<file path="config.mk">
export PLATFORM = sky130hd
export DESIGN_NAME = cpuc_out_collector_flat
export DESIGN_NICKNAME = d
export VERILOG_FILES = /design/src/rtl/cpuc_out_collector_if.sv /design/src/rtl/cpuc_out_collector.sv /design/src/flat_wrapper.sv
export SDC_FILE = /design/constraint.sdc
export NUM_CORES = 1
export LEC_CHECK = 0
export ABC_AREA = 1
export CAP_MARGIN = 20
export CORE_MARGIN = 10
export CORE_UTILIZATION = 56
export CTS_BUF_LIST = sky130_fd_sc_hd__clkbuf_8
export CTS_CLUSTER_DIAMETER = 100
export DETAILED_ROUTE_END_ITERATION = 10
export PLACE_DENSITY = 0.88
export SLEW_MARGIN = 5
export SYNTH_ARGS = -nofsm -noshare
export SYNTH_HDL_FRONTEND = slang
export SYNTH_SLANG_ARGS = --single-unit
</file>
<file path="constraint.sdc">
create_clock -name clk -period 5.4 [get_ports clk]
set_input_delay 1.08 -clock clk [delete_from_list [all_inputs] [get_ports clk]]
set_output_delay 1.08 -clock clk [all_outputs]
set_load 0.05 [all_outputs]
</file>
<file path="src/rtl/cpuc_out_collector_if.sv">
// cpuc_out_collector_if: read port of the CPUC output collector.
//   rd_data  : head entry {stamp, mask, v1, v2}, zero while empty
//   rd_valid : FIFO non-empty
//   rd_ready : consumer accepts the head entry
//   count    : current FIFO occupancy
//   overflow : sticky, a push was dropped because the FIFO was full
// master = collector side, slave = consumer side.
interface cpuc_out_collector_if #(
    parameter int unsigned W     = 16,
    parameter int unsigned DEPTH = 8,
    parameter int unsigned TSW   = 16
);
    localparam int unsigned EW = TSW + 2 + 2 * W;
    localparam int unsigned CW = $clog2(DEPTH) + 1;

    logic [EW-1:0] rd_data;
    logic          rd_valid;
    logic          rd_ready;
    logic [CW-1:0] count;
    logic          overflow;

    modport master (
        output rd_data,
        output rd_valid,
        output count,
        output overflow,
        input  rd_ready
    );

    modport slave (
        input  rd_data,
        input  rd_valid,
        input  count,
        input  overflow,
        output rd_ready
    );
endinterface

</file>
<file path="src/rtl/cpuc_out_collector.sv">
// cpuc_out_collector: watches CPUC out1/out2 and logs every value change as a
// timestamped entry in a small registered FIFO drained over a valid/ready port.
//   clk  : system clock, rising edge
//   rst  : synchronous active-high reset
//   en   : capture enable, gates sampling and the cycle counter
//   out1 : observed CPUC output 1
//   out2 : observed CPUC output 2
//   rd   : read port (rd_data, rd_valid, rd_ready, count, overflow)
module cpuc_out_collector #(
    parameter int unsigned W     = 16,
    parameter int unsigned DEPTH = 8,
    parameter int unsigned TSW   = 16
) (
    input  logic                  clk,
    input  logic                  rst,
    input  logic                  en,
    input  logic [W-1:0]          out1,
    input  logic [W-1:0]          out2,
    cpuc_out_collector_if.master  rd
);
    localparam int unsigned AW = $clog2(DEPTH);
    localparam int unsigned CW = AW + 1;
    localparam int unsigned EW = TSW + 2 + 2 * W;
    localparam logic [CW-1:0] FULL_COUNT = CW'(DEPTH);

    logic [TSW-1:0] cyc_q, cyc_d;
    logic [W-1:0]   prev1_q, prev1_d;
    logic [W-1:0]   prev2_q, prev2_d;
    logic [AW-1:0]  wptr_q, wptr_d;
    logic [AW-1:0]  rptr_q, rptr_d;
    logic [CW-1:0]  count_q, count_d;
    logic           overflow_q, overflow_d;
    logic [EW-1:0]  mem [DEPTH];

    logic [1:0]     mask;
    logic [EW-1:0]  entry;
    logic           push_req, push, pop, full, not_empty;

    always_comb begin
        mask       = {out1 != prev1_q, out2 != prev2_q};
        entry      = {cyc_q, mask, out1, out2};
        not_empty  = count_q != '0;
        full       = count_q == FULL_COUNT;
        // en gates the compare so unknown inputs while disabled never push
        push_req   = en && (mask != 2'b00);
        pop        = not_empty && rd.rd_ready;
        // a full FIFO still accepts a push when a pop frees a slot this cycle
        push       = push_req && (!full || pop);

        cyc_d      = en ? cyc_q + TSW'(1) : cyc_q;
        prev1_d    = en ? out1 : prev1_q;
        prev2_d    = en ? out2 : prev2_q;
        wptr_d     = push ? wptr_q + AW'(1) : wptr_q;
        rptr_d     = pop ? rptr_q + AW'(1) : rptr_q;
        count_d    = count_q;
        case ({push, pop})
            2'b10:   count_d = count_q + CW'(1);
            2'b01:   count_d = count_q - CW'(1);
            default: count_d = count_q;
        endcase
        overflow_d = overflow_q | (push_req && full && !pop);
    end

    always_ff @(posedge clk) begin
        if (rst) begin
            cyc_q      <= '0;
            prev1_q    <= '0;
            prev2_q    <= '0;
            wptr_q     <= '0;
            rptr_q     <= '0;
            count_q    <= '0;
            overflow_q <= 1'b0;
        end else begin
            cyc_q      <= cyc_d;
            prev1_q    <= prev1_d;
            prev2_q    <= prev2_d;
            wptr_q     <= wptr_d;
            rptr_q     <= rptr_d;
            count_q    <= count_d;
            overflow_q <= overflow_d;
        end
    end

    // Storage needs no reset: the pointers and count define what is valid.
    always_ff @(posedge clk) begin
        if (!rst && push) begin
            mem[wptr_q] <= entry;
        end
    end

    assign rd.rd_valid = not_empty;
    assign rd.rd_data  = not_empty ? mem[rptr_q] : '0;
    assign rd.count    = count_q;
    assign rd.overflow = overflow_q;
endmodule

</file>
<file path="src/flat_wrapper.sv">
// flat-port wrapper written by rule: the top's interface ports become plain ports
module cpuc_out_collector_flat 
#(
    parameter int unsigned W     = 16,
    parameter int unsigned DEPTH = 8,
    parameter int unsigned TSW   = 16
)
  (clk, rst, en, out1, out2, rd_rd_data, rd_rd_valid, rd_count, rd_overflow, rd_rd_ready);
  cpuc_out_collector_if #(.W(W), .DEPTH(DEPTH), .TSW(TSW)) rd_i ();
  input  logic clk;
  input  logic rst;
  input  logic en;
  input  logic [W-1:0] out1;
  input  logic [W-1:0] out2;
  output wire logic [$bits(rd_i.rd_data)-1:0] rd_rd_data;
  output wire logic [$bits(rd_i.rd_valid)-1:0] rd_rd_valid;
  output wire logic [$bits(rd_i.count)-1:0] rd_count;
  output wire logic [$bits(rd_i.overflow)-1:0] rd_overflow;
  input wire logic [$bits(rd_i.rd_ready)-1:0] rd_rd_ready;
  assign rd_rd_data = rd_i.rd_data;
  assign rd_rd_valid = rd_i.rd_valid;
  assign rd_count = rd_i.count;
  assign rd_overflow = rd_i.overflow;
  assign rd_i.rd_ready = rd_rd_ready;
  cpuc_out_collector #(.W(W), .DEPTH(DEPTH), .TSW(TSW)) u_core (.clk(clk), .rst(rst), .en(en), .out1(out1), .out2(out2), .rd(rd_i));
endmodule
</file>
==> metrics.csv, run 1 <==
metric;value;unit
final hold slack;0.468;ns
routed length per instance;20.7;um
final cell count without fillers;2140;
largest net degree at the start of global routing;118;
Sum Neg Setup Slack;0;ns
Post-CTS Setup Repair Bufs;0;
Synth Register Bits;462;
Filler Cell Count;2134;
Hold Path Class;reg2reg;
Sink Count;462;
max-cap viol count;0;
Leakage Power;7.25;nW
Post-Syn Area;18300;um2
Yosys top cell by area;edfxtp_1;
multi-input logic area;4560;um2
Die W;201;um
Area Overhead vs Synth;15.3;%
detailed placement HPWL;24500;um
Worst Tran Pin Value;1.08;ns
Die H;201;um
GRT Residual Overflow;0;
vias in the first global route;12990;
Post-CTS Resized;0;
synthesized instance count;1540;
Clock transition at path regs;0.06;ns
starting density of the core;0.565;
EDFF count, synth;400;
root buffer cell;clkbuf_8;
DR pass1 iterations;5;
RSZ-0062 raised after global routing;no;
Crit path max-delay family;buffers and inverters;
CTS Buf Count;71;
initial antenna violation count;0;
crit path DAT;3.62;ns
Post-Place Worst Slack;1.11;ns
Cell Chain, Critical Path;buf_4, o21ai_0, o22ai_1, o21ai_0, a31oi_1, clkdlybuf4s50_1;
min Tclk post-route;4.70;ns
sequential share of the synthesized area;0.723;
total track usage;0.213;
Antenna Nets Post-Route;0;
Slew Limit Fails;0;
CTS tree;done;
CP max stage delay;0.88;ns
top-area cell type share of the netlist area;0.655;
final WL;44200;um
worst endpoint required time;4.32;ns
cts hold-fix bufs;0;
CP Class;reg2out;
asr flop ratio synth;0;
IO Count;92;
Critical Path Fanout Max;74;
via count;12856;
Residual DRC;0;
row count;66;
Primary FF master, synth;edfxtp_1;
CP bufs+invs;2;
routability cong.;0.800;
f_max;213;MHz
crit share post-route;0.871;
Worst R2R Start;u_core.rd.count[0];
Avg Inst Size Synth;11.9;um2
clock buffer depth;3;
sequential cell area;13300;um2
Final Skew;0.0305;ns
Finish-stage setup viols;0;
Max VDD drop;0.000383;V
global-route wire length before repair;69300;um
syn_nets;1582;
share of cells above drive strength 1;0.0966;
Ant. Diodes;0;
Core Footprint;32500;um2
synth unique cells;35;
Rel. slew slack;0.274;
Pwr Density;451;nW/um2
yosys warns;0;
first-iteration detailed-routing DRC count;1503;
die area;40400;um2
CP endpoint kind;primary output;
Synth area leaders;edfxtp_1 (66%), o21ai_0 (7.9%), nor2_1 (7.8%);
Critical Path Most Common Cell;o21ai_0;
Hold Startpoint;u_core.rptr_q[2];
Worst path slowest cell;clkdlybuf4s50_1;
outcome;complete, no violations;
Final nets;1682;
Port Buffers;91;
worst-skew pair later-pin latency;0.59;ns
final hold violation count;0;
Critical Path Start Type;register;
DP Cell Count;2009;
H-tree depth;3;
Via density;6.01;
Final WS setup;0.696;ns
[metrics by stage]
step	power (W)	util	area, um2
after CTS	0.00955	0.652	21200
final	0.00954	0.652	21200
after detailed placement	0.00677	0.609	19800
after floorplan	0.00586	-	18300
after global placement	0.00671	0.609	19800
after global routing	0.00992	0.652	21200
[final timing paths]
| check | end | slack (ns) | depth (start not counted) |
|---|---|---|---|
| max | rd_rd_data[33] | 0.70 | 6 |
| min | u_core.rptr_q[2] | 0.47 | 2 |
| max reg2reg | u_core.mem[3][30] | 1.65 | 9 |
| min reg2reg | u_core.rptr_q[2] | 0.47 | 2 |
[tightest hold or removal path, stage by stage, from the launching register on]
cell and delay (ns):
dfxtp_1 0.31, inv_1 0.05, a21oi_1 0.07
[final cells by class]
type	count	share of cell area
clock buffers	84	0.0547
clock inverters	47	0.0115
inverters	44	0.00858
multi-input cells	941	0.216
flip-flops and latches	462	0.627
well taps	442	0.0261
repair buffers	120	0.0567
[layout by cell type, fill, tap and decap left out, types with 2 or more instances in the layout]
| cell | synthesis | layout |
|---|---|---|
| edfxtp_1 | 400 | 400 |
| nor2_1 | 379 | 375 |
| o21ai_0 | 290 | 290 |
| clkdlybuf4s50_1 | 0 | 90 |
| clkbuf_8 | 0 | 84 |
| nand2_1 | 64 | 64 |
| inv_1 | 35 | 62 |
| dfxtp_1 | 62 | 60 |
| a31oi_1 | 51 | 51 |
| o22ai_1 | 50 | 50 |
| xnor2_1 | 26 | 26 |
| a21oi_1 | 26 | 26 |
| buf_4 | 1 | 23 |
| clkinv_2 | 0 | 9 |
| o21ai_1 | 8 | 8 |
| nor2_2 | 7 | 7 |
| inv_2 | 7 | 6 |
| clkinv_1 | 1 | 6 |
| nand3_1 | 6 | 6 |
| buf_12 | 0 | 6 |
| nand4_1 | 5 | 5 |
| nor3_2 | 1 | 5 |
| ha_1 | 5 | 5 |
| nor2_4 | 0 | 4 |
| nand2_4 | 3 | 3 |
| nand3_2 | 3 | 3 |
| nor3_1 | 7 | 3 |
| nand2_2 | 2 | 2 |
| nor3b_1 | 2 | 2 |
| o21a_1 | 2 | 2 |
| dfxtp_4 | 0 | 2 |
| inv_8 | 0 | 2 |
| inv_6 | 0 | 2 |
[state kept, by name, summed over array words and instances, names as in the netlist, named ones only]
register and count:
u_core.rd.count 4, u_core.cyc_q 16, u_core.mem 400, u_core.wptr_q 3
u_core.rd.overflow 1, u_core.rptr_q 3, u_core.prev2_q 16, u_core.prev1_q 16
[per-layer routing]
metal	vias up	routed length, um	track usage
met2	816	21300	0.346
met4	0	1330	0.0930
li1	5731	-	-
met1	6202	16800	0.266
met3	107	4820	0.0537
met5	-	0	0
[cells by family (layout without fill, tap and decap cells)]
kind of cell	count (synthesis)	in the layout	share of synthesized area
simple gates	480	480	0.104
flops	462	462	0.723
compound gates	428	428	0.124
buf+inv	137	295	0.0315
xor+xnor	27	27	0.0129
fa+ha+maj	6	6	0.00450
[Yosys cell counts, types with 2 or more instances]
| master | n |
|---|---|
| buf_2 | 25 |
| clkbuf_1 | 54 |
| nand3_1 | 6 |
| inv_2 | 7 |
| o21a_1 | 2 |
| nand2_4 | 3 |
| nand2_2 | 2 |
| ha_1 | 5 |
| nor2_1 | 379 |
| nand3_2 | 3 |
| o21ai_0 | 290 |
| o22ai_1 | 50 |
| a31oi_1 | 51 |
| inv_1 | 35 |
| nor2_2 | 7 |
| xnor2_1 | 26 |
| nor3b_1 | 2 |
| edfxtp_1 | 400 |
| o21ai_1 | 8 |
| a21oi_1 | 26 |
| nor3_1 | 7 |
| dfxtp_1 | 62 |
| nand4_1 | 5 |
| buf_1 | 11 |
| nand2_1 | 64 |
[where the power goes]
group / internal (W) / switching, W / total, W / leakage, nW
Clock: 0.00148 / 0.00133 / 0.00281 / 0.826
Combinational: 0.000793 / 0.00189 / 0.00268 / 2.25
Sequential: 0.00396 / 0.0000910 / 0.00405 / 4.17
No activity file was read; power rests on OpenSTA's default activity.
==> inputs of run 2 (changes only) <==
Settings changed: CORE_UTILIZATION 56 to 54, CTS_BUF_LIST sky130_fd_sc_hd__clkbuf_8 to sky130_fd_sc_hd__clkbuf_16, PLACE_DENSITY 0.88 to 0.86, SETUP_SLACK_MARGIN set to 0.1.
==> run 2 against run 1 <==
- clock power rose by 7.1%
- design area rose by 0.28%
- critical path depth did not move
- setup slack got worse by 0.15 ns
- critical path type unchanged
- first-iteration DRC count fell by 13%
- sequential power barely moved
==> metrics.csv, run 2 (synthesized netlist as in run 1, its figures left out) <==
metric;value;unit
Via density;5.98;
hold path depth;2;
worst endpoint required time;4.32;ns
share of cells above drive strength 1;0.0770;
commonest non-fill, non-tap cell in the layout;edfxtp_1;
total track usage;0.203;
CTS tree;done;
Antenna Nets Post-Route;0;
largest net degree at the start of global routing;97;
worst-skew pair later-pin latency;0.55;ns
Worst Tran Pin Value;1.01;ns
Max VDD drop;0.000344;V
Sum Neg Setup Slack;0;ns
CP endpoint kind;primary output;
Final nets;1656;
Pwr Density;459;nW/um2
crit path DAT;3.77;ns
initial antenna violation count;0;
die area;41700;um2
Hold Startpoint;u_core.rptr_q[2];
H-tree depth;2;
detailed placement HPWL;24200;um
vias in the first global route;12408;
CTS Buf Count;44;
outcome;complete, no violations;
Post-CTS Setup Repair Bufs;0;
min Tclk post-route;4.85;ns
sequential cell area;13300;um2
clock buffer depth;3;
multi-input logic area;4560;um2
crit share post-route;0.899;
CP Class;reg2out;
Final WS setup;0.545;ns
Final Skew;0.0164;ns
root buffer cell;clkbuf_16;
Critical Path Start Type;register;
GRT Residual Overflow;0;
routed length per instance;20.9;um
Die H;204;um
IO Count;92;
Largest Register;u_core.mem;
DR pass1 iterations;5;
Ant. Diodes;0;
setup slack, reg-to-reg;2.03;ns
r2r worst-path depth;9;
Filler Cell Count;2310;
reg2reg end;u_core.mem[3][30];
Sink Count;462;
Rel. slew slack;0.323;
commonest non-fill, non-tap cells in the layout;edfxtp_1 (400), nor2_1 (375), o21ai_0 (290), clkdlybuf4s50_1 (91), nand2_1 (64);
max-cap viol count;0;
Slew Limit Fails;0;
via count;12544;
Die W;204;um
starting density of the core;0.547;
global-route wire length before repair;67100;um
Hold Path Class;reg2reg;
routability cong.;0.810;
first-iteration detailed-routing DRC count;1307;
Port Buffers;91;
RSZ-0062 raised after global routing;no;
Hold Path End;u_core.rptr_q[2];
Area Overhead vs Synth;15.7;%
Post-Place Worst Slack;1.08;ns
max FFs per register;400;
f_max;206;MHz
Clock transition at path regs;0.06;ns
Post-CTS Resized;0;
Worst R2R Start;u_core.rd.count[0];
Critical Path Fanout Max;66;
cts hold-fix bufs;0;
final WL;43800;um
final hold violation count;0;
row count;67;
Residual DRC;0;
Finish-stage setup viols;0;
Leakage Power;7.18;nW
Core Footprint;33500;um2
-- run 2: changes by cell type in the layout (fill, tap and decap cells not counted), sizes merged --
cell           change
inv               -17
clkbuf            -39
clkdlybuf4s50      +1
clkinv             +2
bufinv             +4
-- run 2: final cells by class --
| cell class | count | area share |
|---|---|---|
| multi-input combinational | 941 | 0.215 |
| tap | 448 | 0.0264 |
| clock inverter | 36 | 0.0137 |
| sequential | 462 | 0.625 |
| timing repair buffer | 121 | 0.0580 |
| inverter | 44 | 0.00855 |
| clock buffer | 45 | 0.0531 |
-- run 2: worst max-delay path by stage --
stage / start / end / slack [ns]
2_1_floorplan: out1[11] / u_core.mem[6][0] / -0.35
3_3_place_gp: register / rd_rd_data[13] / 1.25
3_5_place_dp: out1[1] / u_core.mem[3][28] / 1.08
4_1_cts: register / rd_rd_data[24] / 0.59
5_1_grt: register / rd_rd_data[24] / 0.44
6_report: register / rd_rd_data[35] / 0.55
-- run 2: power by group --
part | total, W | internal (W) | switching [W] | leakage, nW
logic | 0.00267 | 0.000807 | 0.00187 | 2.26
registers | 0.00406 | 0.00396 | 0.000100 | 4.17
clock network | 0.00301 | 0.00175 | 0.00126 | 0.744
-- run 2: per-stage QoR --
stage               instance area (um2)  power, W  utilization  hold slack [ns]  cells
floorplan                         18300   0.00586            -            0.433   1540
global placement                  19800   0.00668        0.589            0.441   2015
detailed placement                19800   0.00674        0.589            0.491   2015
CTS                               21200   0.00973        0.632            0.500   2096
global route                      21200    0.0101        0.633            0.518   2097
finish                            21200   0.00974        0.633            0.505   2097
-- run 2: per-layer routing --
metal / up-vias / GRT usage / wire length (um)
li1: 5670 / - / -
met1: 6106 / 0.257 / 17100
met2: 675 / 0.344 / 21800
met3: 93 / 0.0349 / 3900
met4: 0 / 0.0743 / 1050
met5: - / 0 / 0
-- run 2: worst max-delay path, cell delays in order (launching register included) --
cell and delay [ns]:
dfxtp_4 0.63, buf_4 0.70, o21ai_0 0.25, o22ai_1 0.26, o21ai_0 0.12, a31oi_1 0.34
clkdlybuf4s50_1 0.88
